$ cat config.mk
export PLATFORM = sky130hd
export DESIGN_NAME = uart_tx_arbiter
export DESIGN_NICKNAME = d
export VERILOG_FILES = /design/src/rtl/uart_tx_arbiter.sv
export SDC_FILE = /design/constraint.sdc
export NUM_CORES = 1
export LEC_CHECK = 0
export CORE_MARGIN = 3
export CORE_UTILIZATION = 52
export CTS_CLUSTER_DIAMETER = 50
export DETAILED_ROUTE_END_ITERATION = 16
export PLACE_DENSITY = 0.87
export SETUP_SLACK_MARGIN = 0.15
export SYNTH_ARGS = -nofsm -noshare
export SYNTH_HDL_FRONTEND = slang
export SYNTH_SLANG_ARGS = --single-unit
$ cat constraint.sdc
create_clock -name clk -period 2.3 [get_ports clk]
set_clock_uncertainty 0.05 [all_clocks]
set_input_delay 0.23 -clock clk [delete_from_list [all_inputs] [get_ports clk]]
set_output_delay 0.23 -clock clk [all_outputs]
set_load 0.01 [all_outputs]
$ cat src/rtl/uart_tx_arbiter.sv
// Frame-atomic two-requester arbiter (A console, B telemetry) in front of uart_tx, with a watchdog.
// Latency: grant 1 cycle after valid in IDLE; byte reaches tx_data/tx_write 1 cycle after x_ready.
// Backpressure: x_ready only in SEND with tx_ready=1; optional UART_TX_ARB_PRIORITY_EN gives A fixed priority.
module uart_tx_arbiter #(
    parameter int MAX_FRAME      = 64,
    parameter int TIMEOUT_CYCLES = 4095
) (
    input  logic       clk,
    input  logic       reset_n,
    input  logic [7:0] a_data,
    input  logic       a_valid,
    input  logic       a_last,
    output logic       a_ready,
    input  logic [7:0] b_data,
    input  logic       b_valid,
    input  logic       b_last,
    output logic       b_ready,
    output logic [7:0] tx_data,
    output logic       tx_write,
    input  logic       tx_ready,
    output logic       owner,
    output logic       busy,
    output logic       timeout_err
);

    typedef enum logic [1:0] {IDLE, SEND, WAIT_BUSY, WAIT_DONE} state_t;

    localparam logic [7:0]  LAST_IDX = 8'(MAX_FRAME - 1);
    localparam logic [15:0] WD_LIMIT = 16'(TIMEOUT_CYCLES - 1);

    state_t      state, state_nxt;
    logic        owner_nxt;
    logic [7:0]  byte_cnt, byte_cnt_nxt;
    logic        last_flag, last_nxt;
    logic [7:0]  tx_data_nxt;
    logic        tx_write_nxt;
    logic [15:0] wd_cnt, wd_nxt;
    logic        timeout_nxt;
`ifndef UART_TX_ARB_PRIORITY_EN
    logic        rr_ptr, rr_nxt;
`endif

    logic        sel_valid, sel_last, send_fire, wait_exit, grant_b;
    logic [7:0]  sel_data;

    assign sel_valid = owner ? b_valid : a_valid;
    assign sel_last  = owner ? b_last  : a_last;
    assign sel_data  = owner ? b_data  : a_data;
    assign send_fire = (state == SEND) && tx_ready && sel_valid;
    assign a_ready   = send_fire && !owner;
    assign b_ready   = send_fire && owner;
    assign busy      = (state != IDLE);
    // WAIT_BUSY leaves when uart_tx goes busy, WAIT_DONE when it returns to ready
    assign wait_exit = (state == WAIT_BUSY) ? !tx_ready : tx_ready;

    always_comb begin
        state_nxt    = state;
        owner_nxt    = owner;
        byte_cnt_nxt = byte_cnt;
        last_nxt     = last_flag;
        tx_data_nxt  = tx_data;
        tx_write_nxt = 1'b0;
        wd_nxt       = wd_cnt;
        timeout_nxt  = 1'b0;
        grant_b      = 1'b0;
`ifndef UART_TX_ARB_PRIORITY_EN
        rr_nxt       = rr_ptr;
`endif
        unique case (state)
            IDLE: begin
                if (a_valid || b_valid) begin
`ifdef UART_TX_ARB_PRIORITY_EN
                    grant_b = !a_valid;
`else
                    grant_b = b_valid && (!a_valid || rr_ptr);
`endif
                    owner_nxt    = grant_b;
                    byte_cnt_nxt = 8'd0;
                    state_nxt    = SEND;
                end
            end
            SEND: begin
                if (send_fire) begin
                    tx_data_nxt  = sel_data;
                    tx_write_nxt = 1'b1;
                    byte_cnt_nxt = byte_cnt + 8'd1;
                    last_nxt     = sel_last || (byte_cnt == LAST_IDX);
                    wd_nxt       = 16'd0;
                    state_nxt    = WAIT_BUSY;
                end
            end
            WAIT_BUSY, WAIT_DONE: begin
                wd_nxt = wd_cnt + 16'd1;
                if (wait_exit) begin
                    if (state == WAIT_BUSY) begin
                        state_nxt = WAIT_DONE;
                    end else if (last_flag) begin
                        state_nxt = IDLE;
`ifndef UART_TX_ARB_PRIORITY_EN
                        rr_nxt    = ~owner;
`endif
                    end else begin
                        state_nxt = SEND;
                    end
                end else if (wd_cnt == WD_LIMIT) begin
                    // stuck transmitter: abandon the frame and hand the turn to the other side
                    timeout_nxt = 1'b1;
                    state_nxt   = IDLE;
`ifndef UART_TX_ARB_PRIORITY_EN
                    rr_nxt      = ~owner;
`endif
                end
            end
        endcase
    end

    always_ff @(posedge clk or negedge reset_n) begin
        if (!reset_n) begin
            state       <= IDLE;
            owner       <= 1'b0;
            byte_cnt    <= 8'd0;
            last_flag   <= 1'b0;
            tx_data     <= 8'd0;
            tx_write    <= 1'b0;
            wd_cnt      <= 16'd0;
            timeout_err <= 1'b0;
`ifndef UART_TX_ARB_PRIORITY_EN
            rr_ptr      <= 1'b0;
`endif
        end else begin
            state       <= state_nxt;
            owner       <= owner_nxt;
            byte_cnt    <= byte_cnt_nxt;
            last_flag   <= last_nxt;
            tx_data     <= tx_data_nxt;
            tx_write    <= tx_write_nxt;
            wd_cnt      <= wd_nxt;
            timeout_err <= timeout_nxt;
`ifndef UART_TX_ARB_PRIORITY_EN
            rr_ptr      <= rr_nxt;
`endif
        end
    end

endmodule

==> metrics.log <==
[metrics] status: finished with violations
[metrics] violated checks: negative hold slack
[metrics] Post-Synthesis Cells: roughly 210
[metrics] RSZ-0062 raised after global routing: true
[metrics] count of vias placed by the detailed router: between 1500 and 2000
[metrics] overall die height: 69.07 um
[metrics] transition time at the pin with the least slew margin: 0.8514 ns
[metrics] number of DRC violations after detailed-routing iteration 0: 90
[metrics] final hold slack: -0.004293 ns
[metrics] clk sinks: 39
[metrics] Global Route Usage Sum: 19.86%
[metrics] CTS buffer count: 5
[metrics] CP Cell Sequence: buf_4, nor2_2, inv_1, clkdlybuf4s50_1
[metrics] DRT Wirelength: 4618 um
[metrics] clock-pin transition on the worst setup and hold timing paths: 0.07 ns
[metrics] # Max-Cap Violations: 0
[metrics] global route total overflow: 0
[metrics] total count of hold-check failures in the final report: 8
[metrics] post-layout instance area: between 2000 and 3000 sq um
[metrics] worst max-slew margin expressed relative to the limit: 43.24%
[metrics] share of power burned in registers: ~40%
[metrics] Buffers on Ports: 36
[metrics] Critical Path Start Type: register
[metrics] number of cell rows: 22
[metrics] vias in the first global route: approximately 1700
[metrics] multi-input combinational cell area: 1035 sq um
[metrics] Initial Utilization: 55.25%
[metrics] Post-Syn Nets: 238
[metrics] element type at the critical path end: output port
[metrics] sequential area share after synthesis: approximately 47%
[metrics] Crit path required time: ~2.0 ns
[metrics] clock latency of the later-clocked register in the worst-skew pair: 0.29 ns
[metrics] clock tree from TritonCTS: built
[metrics] total of flip-flops plus latches after synthesis: 39
[metrics] register area: 977.2 sq um
[metrics] Fillers: 275
[metrics] placed cell areas: approximately 2500 sq um
[metrics] Cell Pwr Density: 1003 nW/um^2
[metrics] WL per Instance: 15.19 um
[metrics] detail-routed via count per cell: approximately 5.7
[metrics] CP Class: reg2out
[metrics] final core utilization: 70.15%
[metrics] post-synthesis cell area: around 2100 sq um
[metrics] maximum fanout along the worst path: 9
[metrics] post-route antenna net violation count: 0
[metrics] Hold-fix buffers, CTS: 0
[metrics] Synthesis Warnings: 0
[metrics] type of the tightest min-delay check: in2async
[metrics] switching portion of total power: a little over a third
[metrics] largest net degree at the start of global routing: 40
[metrics] average footprint of a synthesized cell: 9.802 sq um
[metrics] master cell of the clock root buffer: sky130_fd_sc_hd__clkbuf_8
[metrics] slowest CP cell: sky130_fd_sc_hd__clkdlybuf4s50_1
[metrics] H-tree levels: 2
[metrics] total power: 2634 uW
[metrics] core footprint: 3744 sq um
[metrics] number of antenna violations at the first check in global routing: 0
[metrics] fraction of synthesis flops using an asynchronous set or reset pin: 100.0%
[metrics] count of nets after finishing: 282
[metrics] number of library cell types mapped by synthesis: 46
[metrics] diodes inserted: 0
[metrics] number of endpoints failing setup at the final stage: 0
[metrics] Pre-antenna DRT Iters: 4
[metrics] max incr delay on CP: 0.50 ns
[metrics] maximum resistive drop on vdd: 0.7136 mV
[metrics] final-report max-slew violation count: 0
[metrics] Post-synth EDFFs: 0
[metrics] summed negative setup slack over all endpoints: 0 ns
[metrics] internal power of the cells: 1670 uW
[metrics] full die area: 4770 sq um
[metrics] Switching Power: 963.9 uW
[metrics] Remaining DRCs: 0
[metrics] top_reg_cell synth: sky130_fd_sc_hd__dfrtp_1
[metrics] Register-to-Register Setup Slack: approximately 0.42 ns
[metrics] wire length of the first global-routing pass: 7665 um
[metrics] leakage power: around 0.0012 uW
[metrics] endpoint arrival time on the critical path: 1.78 ns
[metrics] Synth-to-Final Area Change: 26.98%
[metrics] combinational group share of total power: 40.6%
[metrics] Clock Power Share: 19.2%
[metrics] layout cell share with drive strength beyond 1: 12.11%
[metrics] Fmax: 484.4 MHz
[metrics] gp weighted congestion: approximately 0.77
[metrics] Final HPWL DP: 3343 um
[metrics] final worst path period share: 89.76%
[metrics] Min Clock Period, post-route: 2.065 ns
[metrics] Horiz. Die Dim: roughly 69 um
[metrics] I/O Pins: 37
[metrics] Clock Path Buffers: 2
==> flip-flops by register name, summed over array words and instances, names as in the netlist <==
name and flops:
state 2, tx_write 1, timeout_err 1, last_flag 1
rr_ptr 1, wd_cnt 16, owner 1, byte_cnt 8
tx_data 8
==> metal layers <==
metal	wire [um]	up-vias	track usage, %
met3	175	11	4.519
met4	89	0	8.026
met1	1907	829	23.54
li1	-	848	-
met2	2445	42	34.53
met5	0	-	0
==> layout make-up <==
| cell class | count | share of cell area, % |
|---|---|---|
| clock buffer | 8 | 3.811 |
| inverter | 7 | 1.000 |
| multi-input combinational | 157 | 39.40 |
| sequential | 39 | 37.21 |
| tap | 48 | 2.287 |
| timing repair buffer | 45 | 16.29 |
==> cell usage in the layout (no fill, tap or decap), drive strengths merged, types with 7 or more instances in the layout <==
| cell | netlist | final |
|---|---|---|
| dfrtp | 39 | 39 |
| nand2 | 34 | 34 |
| clkdlybuf4s50 | 0 | 33 |
| o21ai | 19 | 19 |
| nand3 | 17 | 17 |
| mux2i | 12 | 12 |
| buf | 5 | 10 |
| nor2 | 9 | 9 |
| clkbuf | 3 | 8 |
| o22ai | 7 | 7 |
==> power by group through the flow <==
stage | Clock [uW] | Sequential (uW) | Combinational, uW
after detailed placement | 0 | 1060 | 1040
after global routing | 539 | 1080 | 1180
after global placement | 0 | 1050 | 1000
after CTS | 514 | 1050 | 1050
after floorplan | 0 | 1060 | 607
final | 505 | 1060 | 1070
==> repair_timing <==
item / in CTS / in global routing
setup endpoints to repair: 1 / 2
buffers inserted: 0 / 3
pin swaps: 0 / 0
gates resized for setup: 1 / 4
==> metrics by stage <==
step,instances,hold WS [ns],setup slack (ns)
after global routing,304,0.06290,0.1421
final,304,-0.004293,0.2355
after floorplan,211,-0.1156,0.5689
after CTS,301,0.02368,0.1511
after detailed placement,293,0.3405,0.1413
after global placement,293,0.3400,0.1799
==> cells by family after synthesis <==
logic type	synth area share, %
and+or+nand+nor	22.69
AOI/OAI and AO/OA	15.06
DFF	47.19
buffers and inverters	3.146
muxes	6.534
xor gates and xnor gates	2.964
adders and majority gates	2.420
==> cells in the mapped netlist (2+ instances only) <==
cell | instances | share of area [%]
sky130_fd_sc_hd__nand4_1 | 4 | 1.2
sky130_fd_sc_hd__inv_1 | 6 | 1.1
sky130_fd_sc_hd__buf_2 | 4 | 0.97
sky130_fd_sc_hd__o21ai_0 | 17 | 4.1
sky130_fd_sc_hd__o211ai_1 | 3 | 1.1
sky130_fd_sc_hd__nand3_1 | 16 | 3.9
sky130_fd_sc_hd__nor2b_1 | 2 | 0.60
sky130_fd_sc_hd__o31ai_1 | 3 | 1.1
sky130_fd_sc_hd__o22ai_1 | 7 | 2.1
sky130_fd_sc_hd__nor4_1 | 2 | 0.60
sky130_fd_sc_hd__ha_1 | 4 | 2.4
sky130_fd_sc_hd__clkbuf_1 | 3 | 0.54
sky130_fd_sc_hd__a21oi_1 | 5 | 1.2
sky130_fd_sc_hd__o21ai_1 | 2 | 0.48
sky130_fd_sc_hd__nor3_1 | 2 | 0.48
sky130_fd_sc_hd__xnor2_1 | 6 | 2.5
sky130_fd_sc_hd__mux2i_1 | 12 | 5.8
sky130_fd_sc_hd__or4_1 | 3 | 1.1
sky130_fd_sc_hd__and2_1 | 4 | 1.2
sky130_fd_sc_hd__and3_1 | 2 | 0.60
sky130_fd_sc_hd__nand2_1 | 34 | 6.2
sky130_fd_sc_hd__dfrtp_1 | 39 | 47
sky130_fd_sc_hd__nor2_1 | 8 | 1.5
==> path summary, 6_finish.rpt <==
path                                  from          to  depth (start not counted)
worst min-delay path               reset_n  wd_cnt[14]                          1
max in group asynchronous          reset_n    state[0]                          1
worst min register to register  tx_data[7]  tx_data[7]                          2
min in group clk                   b_valid       owner                          3
worst max register to register  wd_cnt[12]      rr_ptr                          4
worst max-delay path              state[1]        busy                          4
==> critical path: cells and delay by family, from the launching register on <==
| family | cells | cell delay (ns) |
|---|---|---|
| buffers and inverters | 3 | 0.77 |
| flip-flops | 1 | 0.44 |
| AND/OR/NAND/NOR | 1 | 0.28 |
Power figures use the tool's default switching activity.
